`config.mk`:
```
export PLATFORM = sky130hd
export DESIGN_NAME = program_loader
export DESIGN_NICKNAME = d
export VERILOG_FILES = /design/src/rtl/program_loader_pkg.sv /design/src/rtl/program_loader.sv
export SDC_FILE = /design/constraint.sdc
export NUM_CORES = 1
export LEC_CHECK = 0
export BUFFER_PORTS_ARGS = -buffer_cell sky130_fd_sc_hd__buf_4
export CELL_PAD_IN_SITES_DETAIL_PLACEMENT = 0
export CELL_PAD_IN_SITES_GLOBAL_PLACEMENT = 1
export CORE_MARGIN = 2
export CORE_UTILIZATION = 40
export DETAILED_ROUTE_END_ITERATION = 6
export HOLD_SLACK_MARGIN = 0.12
export PLACE_DENSITY_LB_ADDON = 0.1
export SLEW_MARGIN = 20
export SYNTH_ARGS = -nofsm -noshare
export SYNTH_HDL_FRONTEND = slang
export SYNTH_SLANG_ARGS = --single-unit
```
`constraint.sdc`:
```
create_clock -name clk -period 6.5 [get_ports clk]
set_input_delay 0 -clock clk [delete_from_list [all_inputs] [get_ports clk]]
set_output_delay 0 -clock clk [all_outputs]
set_load 0.01 [all_outputs]
```
`src/rtl/program_loader_pkg.sv`:
```
// Shared definitions for the boot loader: FSM encoding, framing constants and
// the running frame checksum helper, also used by host-side image packers.
package program_loader_pkg;

    typedef enum logic [2:0] {
        ST_IDLE    = 3'd0,
        ST_LEN_HI  = 3'd1,
        ST_LEN_LO  = 3'd2,
        ST_DATA_HI = 3'd3,
        ST_DATA_LO = 3'd4,
        ST_WRITE   = 3'd5,
        ST_CHECK   = 3'd6
    } state_e;

    localparam logic [7:0] SYNC_BYTE_DEF = 8'hA5;

    // Byte positions within a frame; words start at FRM_BODY, CHK follows them
    localparam int FRM_SYNC           = 0;
    localparam int FRM_LEN_HI         = 1;
    localparam int FRM_LEN_LO         = 2;
    localparam int FRM_BODY           = 3;
    localparam int FRM_BYTES_PER_WORD = 2;
    localparam int FRM_OVERHEAD       = 4;

    function automatic logic [7:0] chk_update(input logic [7:0] chk, input logic [7:0] b);
        return chk ^ b;
    endfunction

endpackage

```
`src/rtl/program_loader.sv`:
```
// Byte-stream boot loader: parses SYNC/LEN/words/CHK frames, writes words into
// instruction memory from address 0 and holds the CPU halted while loading.
module program_loader
    import program_loader_pkg::*;
#(
    parameter int         ADDR_W      = 10,
    parameter int         DATA_W      = 16,
    parameter int         MEM_DEPTH   = 1024,
    parameter logic [7:0] SYNC_BYTE   = SYNC_BYTE_DEF,
    parameter int         TIMEOUT_CYC = 65535
) (
    input  logic              clk,
    input  logic              reset,
    input  logic [7:0]        byte_in,
    input  logic              byte_valid,
    output logic              byte_ready,
    output logic [ADDR_W-1:0] mem_addr,
    output logic [DATA_W-1:0] mem_data,
    output logic              mem_write_en,
    output logic              cpu_halt,
    output logic              load_done,
    output logic              load_err
);

    localparam logic [16:0] MAX_LEN      = 17'(MEM_DEPTH);
    localparam logic [15:0] TIMEOUT_LAST = 16'(TIMEOUT_CYC - 1);

    state_e              state_r;
    state_e              state_s;
    logic [7:0]          len_hi_r;
    logic [7:0]          word_hi_r;
    logic [15:0]         remaining_r;
    logic [ADDR_W:0]     addr_r;
    logic [7:0]          chk_r;
    logic [15:0]         timer_r;
    logic                byte_ready_r;
    logic [ADDR_W-1:0]   mem_addr_r;
    logic [DATA_W-1:0]   mem_data_r;
    logic                mem_write_en_r;
    logic                cpu_halt_r;
    logic                load_done_r;
    logic                load_err_r;

    logic                accept_s;
    logic [15:0]         len_s;
    logic                len_bad_s;
    logic                timeout_s;

    assign accept_s  = byte_valid && byte_ready_r;
    assign len_s     = {len_hi_r, byte_in};
    assign len_bad_s = (len_s == 16'd0) || ({1'b0, len_s} > MAX_LEN);
    assign timeout_s = (state_r != ST_IDLE) && !accept_s && (timer_r == TIMEOUT_LAST);

    // State register
    always_ff @(posedge clk) begin
        if (reset) begin
            state_r <= ST_IDLE;
        end else begin
            state_r <= state_s;
        end
    end

    // Next-state logic; a timeout pre-empts whatever the frame parser wanted
    always_comb begin
        state_s = state_r;
        if (timeout_s) begin
            state_s = ST_IDLE;
        end else begin
            case (state_r)
                ST_IDLE: begin
                    if (accept_s && (byte_in == SYNC_BYTE)) state_s = ST_LEN_HI;
                    else                                    state_s = ST_IDLE;
                end
                ST_LEN_HI: begin
                    if (accept_s) state_s = ST_LEN_LO;
                    else          state_s = ST_LEN_HI;
                end
                ST_LEN_LO: begin
                    if (accept_s && len_bad_s) state_s = ST_IDLE;
                    else if (accept_s)         state_s = ST_DATA_HI;
                    else                       state_s = ST_LEN_LO;
                end
                ST_DATA_HI: begin
                    if (accept_s) state_s = ST_DATA_LO;
                    else          state_s = ST_DATA_HI;
                end
                ST_DATA_LO: begin
                    if (accept_s) state_s = ST_WRITE;
                    else          state_s = ST_DATA_LO;
                end
                ST_WRITE: begin
                    if (remaining_r > 16'd1) state_s = ST_DATA_HI;
                    else                     state_s = ST_CHECK;
                end
                ST_CHECK: begin
                    if (accept_s) state_s = ST_IDLE;
                    else          state_s = ST_CHECK;
                end
                default: state_s = ST_IDLE;
            endcase
        end
    end

    // Datapath: counters, checksum, memory port and status flags
    always_ff @(posedge clk) begin
        if (reset) begin
            len_hi_r       <= 8'd0;
            word_hi_r      <= 8'd0;
            remaining_r    <= 16'd0;
            addr_r         <= '0;
            chk_r          <= 8'd0;
            timer_r        <= 16'd0;
            byte_ready_r   <= 1'b0;
            mem_addr_r     <= '0;
            mem_data_r     <= '0;
            mem_write_en_r <= 1'b0;
            cpu_halt_r     <= 1'b0;
            load_done_r    <= 1'b0;
            load_err_r     <= 1'b0;
        end else begin
            mem_write_en_r <= 1'b0;
            load_done_r    <= 1'b0;
            byte_ready_r   <= (state_s != ST_WRITE);
            if ((state_r == ST_IDLE) || accept_s) begin
                timer_r <= 16'd0;
            end else begin
                timer_r <= timer_r + 16'd1;
            end

            if (timeout_s) begin
                load_err_r <= 1'b1;
                cpu_halt_r <= 1'b0;
            end else begin
                case (state_r)
                    ST_IDLE: begin
                        if (accept_s && (byte_in == SYNC_BYTE)) begin
                            cpu_halt_r <= 1'b1;
                            load_err_r <= 1'b0;
                            chk_r      <= 8'd0;
                            addr_r     <= '0;
                        end
                    end
                    ST_LEN_HI: begin
                        if (accept_s) begin
                            len_hi_r <= byte_in;
                            chk_r    <= chk_update(chk_r, byte_in);
                        end
                    end
                    ST_LEN_LO: begin
                        if (accept_s) begin
                            chk_r       <= chk_update(chk_r, byte_in);
                            remaining_r <= len_s;
                            if (len_bad_s) begin
                                load_err_r <= 1'b1;
                                cpu_halt_r <= 1'b0;
                            end
                        end
                    end
                    ST_DATA_HI: begin
                        if (accept_s) begin
                            word_hi_r <= byte_in;
                            chk_r     <= chk_update(chk_r, byte_in);
                        end
                    end
                    ST_DATA_LO: begin
                        // Address MSB set would mean running past the memory; never strobe then
                        if (accept_s) begin
                            chk_r          <= chk_update(chk_r, byte_in);
                            mem_data_r     <= DATA_W'({word_hi_r, byte_in});
                            mem_addr_r     <= addr_r[ADDR_W-1:0];
                            mem_write_en_r <= !addr_r[ADDR_W];
                        end
                    end
                    ST_WRITE: begin
                        addr_r      <= addr_r + 1'b1;
                        remaining_r <= remaining_r - 16'd1;
                    end
                    ST_CHECK: begin
                        if (accept_s) begin
                            if (byte_in == chk_r) begin
                                load_done_r <= 1'b1;
                                cpu_halt_r  <= 1'b0;
                            end else begin
                                load_err_r <= 1'b1;
                            end
                        end
                    end
                    default: begin
                        load_err_r <= 1'b1;
                        cpu_halt_r <= 1'b0;
                    end
                endcase
            end
        end
    end

    assign byte_ready   = byte_ready_r;
    assign mem_addr     = mem_addr_r;
    assign mem_data     = mem_data_r;
    assign mem_write_en = mem_write_en_r;
    assign cpu_halt     = cpu_halt_r;
    assign load_done    = load_done_r;
    assign load_err     = load_err_r;

endmodule

```
# After elaboration in Yosys (flattened, before gate mapping)
# Cells that the tools add are included.
[totals]
output_inout_bits = 31
regBits = 101
[classes]
add_sub_neg = 3
bitwise = 6
muxes = 31
n_reduce_logical = 29
order_cmp = 2
n_eq_ne = 22
[ops]
columns = ["op", "count"]
rows = [
  ["$pmux W16 S2", 1],
  ["$pmux W11 S2", 1],
  ["$pmux W3 S7", 1],
  ["$ne A3 B3 Y1 const B", 6],
  ["$add A16 B1 Y16 const B", 1],
  ["$eq A16 B16 Y1 const B", 1],
  ["$gt A16 B1 Y1 const B", 1],
  ["$gt A16 B11 Y1 const B", 1],
  ["$logic_not A16 Y1", 1],
  ["$mux W16", 1],
  ["$mux W8", 2],
  ["$pmux W8 S2", 1],
  ["$reduce_or A4 Y1", 4],
  ["$sub A16 B1 Y16 const B", 1],
  ["$mux W1", 15],
  ["$reduce_and A3 Y1", 5],
  ["$mux W3", 4],
  ["$reduce_and A6 Y1", 2],
  ["$add A11 B1 Y11 const B", 1],
  ["$mux W11", 1],
  ["$ne A2 B2 Y1 const B", 5],
  ["$eq A3 B3 Y1 const B", 3],
  ["$eq A8 B8 Y1", 1],
  ["$eq A8 B8 Y1 const B", 1],
  ["other kinds (15)", 32],
]

# Logic depth before layout (Yosys ltp)
# Gate-level depths: netlist of run 1.
[depth]
ltp_word = 7
depth_mapped = 8
ltp_nobuf = 7

# Least setup slack after synthesis of run 1
# OpenSTA, ideal clock, no wires.
[synth_path]
path_type = "register to register"
start = "register state_r[2]"
end = "register addr_r[9]"
path_slack_ns = 4.426
path_stages_with_launch = 8
required_ns = 6.430
n_path_buf = 2
synth_period_minus_slack_ns = 2.074
setup_time_ns = 0.070
t_arrival_ns = 2.004
path_cell_list = "dfxtp_1 > clkbuf_1 > or2_2 > o41ai_4 > o21ai_2 > buf_6 > or4_1 > a21oi_1"
[synth_between]
elab_chain_len = 5
word_cells_on_any_way = 10
cone_classes = "eq/ne: 2; mux: 1; bitwise: 1; reduce/logical: 6"
[synth_lines]
columns = ["item", "line_no", "rtl"]
rows = [
  ["from (decl)", "program_loader.sv:28", "state_e state_r;"],
  ["from (signal assigned)", "program_loader.sv:59", "state_r <= state_s;"],
  ["$reduce_bool A3 Y1", "program_loader.sv:52", "assign timeout_s = (state_r != ST_IDLE) && !accept_s && (timer_r == TIMEOUT_LAST);"],
  ["$logic_and A1 B1 Y1 (2 in a row)", "program_loader.sv:52", ""],
  ["$not A1 Y1 (no line)", "n/a", ""],
  ["$reduce_and A3 Y1 (no line)", "n/a", ""],
  ["to (signal assigned)", "program_loader.sv:175", "addr_r <= addr_r + 1'b1;"],
  ["to (decl)", "program_loader.sv:33", "logic [ADDR_W:0] addr_r;"],
]
# Parallel ways exist; a longest one is shown, timed or not.
# A chain may end at the register's enable or synchronous reset.

# Final worst setup path of run 1
[layout_path]
start = "register timer_r[0]"
end = "register load_done_r, in the netlist load_done"
[layout_between]
elab_chain_len = 3
[layout_lines]
columns = ["item", "line_no", "rtl"]
rows = [
  ["from (decl)", "program_loader.sv:35", "logic [15:0] timer_r;"],
  ["from (signal assigned)", "program_loader.sv:127", "timer_r <= timer_r + 16'd1;"],
  ["$eq A16 B16 Y1", "program_loader.sv:52", ""],
  ["$logic_and A1 B1 Y1", "program_loader.sv:52", ""],
  ["$reduce_or A4 Y1 (no line)", "n/a", ""],
  ["to (signal assigned)", "program_loader.sv:118", "load_done_r <= 1'b0;"],
  ["to (signal assigned)", "program_loader.sv:122", "load_done_r <= 1'b0;"],
  ["to (signal assigned)", "program_loader.sv:181", "load_done_r <= 1'b1;"],
  ["to (decl)", "program_loader.sv:41", "logic load_done_r;"],
]
# Every way passes these cells.

==> results of run 1 <==
-- worst paths after layout --
path              slack, ps            to  startpoint  cells past startpoint
setup / recovery       4120     load_done  timer_r[0]                      6
setup reg to reg       4120     load_done  timer_r[0]                      6
hold reg to reg         450  mem_write_en  addr_r[10]                      1
hold / removal          200  word_hi_r[7]       reset                      2
-- metal layers --
layer | vias up | track usage | share of wire
li1 | 2087 | - | -
met1 | 1953 | 0.258 | 0.48
met2 | 83 | 0.308 | 0.46
met3 | 11 | 0.0490 | 0.051
met4 | 0 | 0.0543 | 0.015
met5 | - | 0 | 0
-- worst register-to-register path: stages (launching register included) --
cell     delay (ps)
dfxtp_1         350
inv_1            70
ha_1            140
nand4_1         100
or4_1           640
o21ai_0         720
nor4_1          200
-- timing repair --
| action | CTS | global route |
|---|---|---|
| setup endpoints to repair | 0 | 0 |
| setup buffers | 0 | 0 |
| hold buffers | 8 | 0 |
| endpoints found under the hold margin | 36 | 0 |
| gates resized for setup | 0 | 0 |
-- cell families after synthesis --
family,share of synthesized area
buffers and inverters,0.0394
flip-flops,0.436
adder cells (fa/ha/maj),0.0135
AND/OR/NAND/NOR,0.248
multiplexers,0.0389
AO/OA/AOI/OAI,0.183
XOR/XNOR,0.0416
-- power breakdown --
group | switching (uW) | total [uW] | internal (uW)
clock network | 236 | 536 | 300
logic | 26.1 | 37.7 | 11.7
registers | 0.438 | 619 | 619
-- registers in the layout, indices dropped and copies added (netlist names) --
register / flops
mem_write_en: 1
load_err: 1
byte_ready: 1
load_done: 1
chk_r: 8
timer_r: 16
len_hi_r: 8
mem_addr: 10
state_r: 3
cpu_halt: 1
mem_data: 16
remaining_r: 16
addr_r: 11
word_hi_r: 8
-- through the flow --
step / power, uW / worst slack (ps) / utilization
after floorplan: 655 / 4430 / -
after global placement: 668 / 3900 / 0.440
after detailed placement: 668 / 3810 / 0.440
after CTS: 1210 / 3810 / 0.473
after global routing: 1240 / 3930 / 0.473
final: 1190 / 4120 / 0.473
-- cells in the mapped netlist, drive strengths merged, types with 2 or more instances --
cell    count
xor2       14
buf         5
a31o        3
nand2      92
or2         4
o21ai      41
clkbuf     30
or4        13
inv         9
dfxtp     101
a31oi       3
nand3b     10
o211ai      2
nor3       11
a211oi      2
nor4        8
nand3      13
o21a        5
and4        2
a21oi      63
xnor2       8
ha          5
nand4       8
o41ai       5
mux2i      18
nor2       65
o31ai       8
and3        2
or3        12
-- cells in the final DEF, fill, tap and decap left out, drive strengths merged, types with 8 or more instances in the layout --
| cell type | n |
|---|---|
| dfxtp | 101 |
| nand2 | 92 |
| nor2 | 65 |
| a21oi | 63 |
| buf | 44 |
| o21ai | 41 |
| mux2i | 18 |
| xor2 | 14 |
| nand3 | 13 |
| or4 | 13 |
| or3 | 12 |
| nor3 | 11 |
| inv | 11 |
| clkbuf | 11 |
| nand3b | 10 |
| nand4 | 8 |
| nor4 | 8 |
| o31ai | 8 |
| xnor2 | 8 |
| dlygate4sd3 | 8 |
-- final cells by class --
class                   count  area (sq um)
clock buffers              11           233
flip-flops and latches    101          2020
clock inverters             5          57.6
repair buffers             52           410
well taps                 143           179
multi-input cells         431          2440
fillers                  1161          5990
inverters                   9          33.8
==> flow_summary.ini, run 1 <==
[worst_setup_path]
max_stage_delay_ps = 720
arrival_ps = 2560
critical_path.cell_chain = inv_1 -> ha_1 -> nand4_1 -> or4_1 -> o21ai_0 -> nor4_1
crit_slowest_cell = o21ai_0
worstPathRequired_ps = 6670
path_buf_inv = 1
crit_type = flop to flop
path_max_fanout = 6
critical-path-top-delay-family = simple AND/OR/NAND/NOR gates
startpoint_type = flop
cp-end-kind = flop

[sta]
rsz0062_at_grt = no
drv_slew = 0
fin_crit_sh = 0.367
period_minus_slack_ps = 2380
slew_headroom = 0.325
whs_ps = 202
max_freq_mhz = 419
finalHoldViolations = 0
setup-violations-final = 0
worst_slew_pin_slew_ps = 1010
skew_ps = 6.05
setup-tns-final_ps = 0

[job]
max_cap_violations = 0

[floorplan]
die_w_microns = 112
die_h_microns = 112
fp.coreArea_sq_mm = 0.0114
start_util = 0.408
placementRows = 39
pin_count = 42
die-area_sq_mm = 0.0125

[clock_tree]
cts_tree = yes
path_clk_slew_ps = 70
cts_max_level = 3
clk_latency_ps = 350
cts_sinks = 101
cts_buffer_depth = 2
cts_buffers = 9
cts-root-buf = clkbuf_16

[logic_synthesis]
synth_largest_area_cell = dfxtp_1
ys_warn_count = 0
synth_edf_count = 0
netlist_area_sq_mm = 0.00464
syn_nets = 592
synth_top_area_share = 0.436
synth_area_leaders = dfxtp_1, nand2_1, a21oi_1, nor2_1, o21ai_0
synth_cell_type_count = 52
ys_ff_latch = 101
avgSynthCellArea_sq_um = 8.05
synth-async-reset-ratio = 0
seq_area_frac_synth = 0.436
ys.flop_type = dfxtp_1
synth_cells = 576

[pwr]
power.density_mw_per_mm2 = 222
power_leakage_uw = 0.00190
vdd_drop_max_mv = 0.224

[global_routing]
track_usage = 0.192
antenna_found_initial = 0
gr-total-overflow = 0
grt_pass1_vias = 3868
grt_pass1_wl_microns = 19400
grt_max_degree = 73

[route]
vias = 4134
avgRoutedWirePerCell_microns = 15.5
drt_pass1_iterations = 4
drc = 0
vias_per_cell = 5.50
wirelength_microns = 11600
drtIter0Drc = 243
detail-route-antenna-nets = 0

[placement]
post-dp-hpwl_microns = 7740
dpl_cell_area_sq_mm = 0.00500
gp_congestion = 0.853
numPortBuffers = 41
place_inst = 728

[cells_and_area]
diodes = 0
fin_nets = 620
design_area_sq_mm = 0.00538
drive_gt1_frac = 0.122
areaGrowthSynthToFinish_pct = 16.0
fin_cells = 752

[worst_hold_path]
hp-class = input pin to flop

[run_status]
status = finished clean
Power figures use the tool's default switching activity.
==> inputs of run 2 (changes only) <==
Settings changed: ABC_AREA from default to 1.
Clock period 6.5 ns to 2.2 ns, I/O delays scaled along.
==> flow_summary.ini, run 2 <==
[sta]
setup-violations-final = 0
rsz0062_at_grt = no
slew_headroom = 0.711
drv_slew = 0
worst_slew_pin_slew_ps = 433
period_minus_slack_ps = 2070
finalHoldViolations = 0
max_freq_mhz = 483
skew_ps = 5.36
whs_ps = 167
setup-tns-final_ps = 0
fin_crit_sh = 0.942

[worst_hold_path]
hp-class = input pin to flop
holdPathEnd = load_done
min_path_cells = 4
min_from = byte_valid

[clock_tree]
cts_max_level = 3
cts_sinks = 101
cts_setup_buffers = 0
cts_buffers = 9
clk_latency_ps = 350
cts_tree = yes
cts_buffer_depth = 2
cts-root-buf = clkbuf_16
path_clk_slew_ps = 70

[route]
drtIter0Drc = 314
detail-route-antenna-nets = 0
vias = 4582
avgRoutedWirePerCell_microns = 14.4
drt_pass1_iterations = 7
vias_per_cell = 5.14
drc = 1
wirelength_microns = 12900

[logic_synthesis]
syn_nets = 705
synth_largest_area_cell = dfxtp_1
synth-async-reset-ratio = 0
synth.most_common_cell = nand2_1
avgSynthCellArea_sq_um = 6.92
ys_warn_count = 0
ys_ff_latch = 101
ys.flop_type = dfxtp_1
synth_edf_count = 0
synth_cells = 689
synthTopCellsByCount = nand2_1, dfxtp_1, a21oi_1
synth_cell_type_count = 36
synth_top_area_share = 0.424
netlist_area_sq_mm = 0.00477
synth_area_leaders = dfxtp_1, nand2_1, a21oi_1, nand3_1, nor2_1
seq_area_frac_synth = 0.424

[placement]
numPortBuffers = 41
gp_congestion = 0.882
post-dp-hpwl_microns = 8970

[global_routing]
gr-total-overflow = 0
track_usage = 0.208
antenna_found_initial = 0
grt_max_degree = 34
grt_pass1_wl_microns = 21100
grt_pass1_vias = 4201

[floorplan]
die-area_sq_mm = 0.0128
die_h_microns = 113
placementRows = 39
pin_count = 42
start_util = 0.414
fp.coreArea_sq_mm = 0.0115
die_w_microns = 113

[worst_setup_path]
reg2reg_depth = 8
startpoint_type = flop
worstPathRequired_ps = 2440
arrival_ps = 2310
path_max_fanout = 30
crit_slowest_cell = dlygate4sd3_1
max_stage_delay_ps = 570
crit_type = flop to flop
r2r-end = mem_data[4]
worstReg2RegStart = byte_ready
cp-end-kind = flop
worstSetupStartpoint = byte_ready
crit_top_cell = nand2_1
reg2reg_slack_ps = 130
critical_path.cell_chain = nand2_1 -> inv_1 -> buf_6 -> nand2_1 -> buf_4 -> nand2_1 -> a21oi_1 -> dlygate4sd3_1

[cells_and_area]
multi_input_area_sq_mm = 0.00235
final_util = 0.494
final_cell_mix = nand2_1, dfxtp_1, a21oi_1, nor2_1, inv_1
fill_cells = 1180
final_common_cell = nand2_1
drive_gt1_frac = 0.122
diodes = 0
register_area_sq_mm = 0.00202
fin_nets = 759
areaGrowthSynthToFinish_pct = 19.4

[job]
max_cap_violations = 0

[run_status]
status = finished with violations
violations = design-rule violations

[pwr]
power.density_mw_per_mm2 = 639
power_leakage_uw = 0.00220
vdd_drop_max_mv = 0.426
==> run 2: routing by layer <==
| metal | track usage | vias to the layer above | part of all wire |
|---|---|---|---|
| li1 | - | 2366 | - |
| met1 | 0.276 | 2113 | 0.48 |
| met2 | 0.335 | 91 | 0.47 |
| met3 | 0.0611 | 12 | 0.043 |
| met4 | 0.0488 | 0 | 0.0086 |
| met5 | 0 | - | 0 |
==> run 2: kinds of logic (layout without fill, tap and decap cells) <==
kind of cell | after synthesis | count (layout) | synth area share
flops | 101 | 101 | 0.424
xor+xnor | 10 | 10 | 0.0184
simple gates | 314 | 314 | 0.281
fa+ha+maj | 5 | 5 | 0.0131
compound gates | 165 | 165 | 0.180
buf+inv | 94 | 153 | 0.0832
==> run 2: worst max-delay path, delay by kind of cell (launching register included) <==
family / cells / cell delay (ps)
and+or+nand+nor: 3 / 280
buffers and inverters: 4 / 1280
AOI/OAI and AO/OA: 1 / 70
DFF: 1 / 330
==> run 2: worst max-delay path by stage <==
stage / slack, ps / endpoint
floorplan: 670 / remaining_r[5]
global placement: 340 / addr_r[5]
detailed placement: 330 / addr_r[1]
CTS: 80 / mem_data[3]
global route: 20 / mem_data[4]
finish: 130 / mem_data[4]
==> run 2: final cells by class <==
cell class | instances | share of cell area
Clock buffer | 13 | 0.0475
Inverter | 65 | 0.0429
Tap cell | 143 | 0.0314
Multi-Input combinational cell | 494 | 0.413
Timing Repair Buffer | 72 | 0.103
Clock inverter | 3 | 0.00747
Sequential cell | 101 | 0.355
==> run 2: report_power, final <==
group	total, uW	switching, uW	internal, uW	leakage (uW)
Clock	1660	683	974	0.000152
Combinational	151	100	50.3	0.00123
Sequential	1830	1.24	1830	0.000813
==> run 2: through the flow <==
step / cells / worst slack [ps] / total power [uW] / area (sq um)
after floorplan: 689 / 670 / 1940 / 4770
after global placement: 859 / 336 / 2010 / 5210
after detailed placement: 859 / 330 / 2010 / 5210
after CTS: 891 / 81.1 / 3700 / 5690
after global routing: 891 / 16.4 / 3780 / 5690
final: 891 / 128 / 3640 / 5690
==> run 2: timing repair <==
item	in CTS	in global routing
setup endpoints to repair	0	13
hold buffers	16	0
hold endpoints to repair	32	0
resized for setup	0	2
==> inputs of run 3 (changes only) <==
Settings changed: PLACE_DENSITY_LB_ADDON 0.1 to 0.2.
==> flow_summary.ini, run 3 (synthesis results as in run 2) <==
[clock_tree]
path_clk_slew_ps = 70
cts_max_level = 3
clk_latency_ps = 360
cts_buffer_depth = 2
cts_tree = yes
cts_buffers = 9
cts-root-buf = clkbuf_16
cts_sinks = 101
cts_setup_buffers = 0

[placement]
numPortBuffers = 41
place_inst = 856
post-dp-hpwl_microns = 8530
gp_congestion = 0.864

[worst_setup_path]
cp-end-kind = flop
path_max_fanout = 31
startpoint_type = flop
worstReg2RegStart = byte_ready
arrival_ps = 2260
worstSetupStartpoint = byte_ready
worstPathRequired_ps = 2440
crit_type = flop to flop

[cells_and_area]
fill_cells = 1187
final_cell_mix = nand2_1, dfxtp_1, a21oi_1, nor2_1, inv_1
diodes = 0
multi_input_area_sq_mm = 0.00235
areaGrowthSynthToFinish_pct = 18.5
fin_cells = 885
final_common_cell = nand2_1
register_area_sq_mm = 0.00202
drive_gt1_frac = 0.119
fin_nets = 753

[worst_hold_path]
hp-class = flop to flop
min_from = mem_data[12]

[floorplan]
start_util = 0.414
die_w_microns = 113
die-area_sq_mm = 0.0128
fp.coreArea_sq_mm = 0.0115
die_h_microns = 113
pin_count = 42
placementRows = 39

[sta]
drv_slew = 0
worst_slew_pin_slew_ps = 486
max_freq_mhz = 496
fin_crit_sh = 0.917
setup-tns-final_ps = 0
skew_ps = 6.95
setup-violations-final = 0
rsz0062_at_grt = no
period_minus_slack_ps = 2020
slew_headroom = 0.676
finalHoldViolations = 0

[global_routing]
grt_max_degree = 32
antenna_found_initial = 0
track_usage = 0.199
gr-total-overflow = 0
grt_pass1_wl_microns = 20300
grt_pass1_vias = 4222

[run_status]
status = finished with violations
violations = design-rule violations

[route]
wirelength_microns = 12200
vias = 4510
drc = 1
avgRoutedWirePerCell_microns = 13.8
drt_pass1_iterations = 6
vias_per_cell = 5.10
drtIter0Drc = 301
detail-route-antenna-nets = 0

[pwr]
power.density_mw_per_mm2 = 654
vdd_drop_max_mv = 0.356
power_leakage_uw = 0.00217

[job]
max_cap_violations = 0
-- run 3: cell count changes in the layout (fill, tap and decap cells not counted), moves of 2 or more --
cell           before  now
buf_4              55   51
clkbuf_8            3    0
clkinv_4            0    2
dlygate4sd3_1      16   13
-- run 3: final cells by class --
class | count | area share
multi-input cells | 494 | 0.416
flip-flops and latches | 101 | 0.358
repair buffers | 66 | 0.0948
inverters | 65 | 0.0432
clock buffers | 10 | 0.0405
well taps | 143 | 0.0317
clock inverters | 6 | 0.0155
-- run 3: worst max-delay path: stages (launching register included) --
cell and delay [ps]:
dfxtp_1 340, nand2_2 130, inv_1 150, buf_6 280
nand2_1 110, buf_6 190, nand2_1 80, a21oi_1 50
dlygate4sd3_1 570
-- run 3: stage by stage --
stage	instance area, sq um	utilization	hold slack [ps]	power (uW)	setup slack (ps)
floorplan	4770	-	165	1940	670
global placement	5190	0.451	309	2000	410
detailed placement	5190	0.451	308	2000	372
CTS	5640	0.490	465	3740	9.72
global route	5650	0.490	477	3830	68.6
finish	5650	0.490	461	3690	183
-- run 3: path summary, 6_finish.rpt --
check,slack (ps),to,cells past startpoint
setup / recovery,180,mem_data[0],8
hold reg to reg,460,mem_data[12],2
hold / removal,460,mem_data[12],2
setup reg to reg,180,mem_data[0],8
-- run 3: report_power, final --
part | internal, uW | switching, uW | total, uW
Clock | 998 | 724 | 1720
Sequential | 1830 | 1.47 | 1830
Combinational | 48.5 | 92.1 | 141
Total | 2880 | 818 | 3690
-- run 3: metal layers --
metal | vias up | share of wire | track usage
met3 | 8 | 0.043 | 0.0568
met1 | 2062 | 0.48 | 0.259
met5 | - | 0 | 0
met2 | 86 | 0.46 | 0.324
li1 | 2354 | - | -
met4 | 0 | 0.010 | 0.0528
-- run 3: what timing repair did --
item,CTS,global route
gates resized for setup,0,3
hold endpoints to repair,42,0
hold buffers,13,0
setup endpoints to repair,0,3
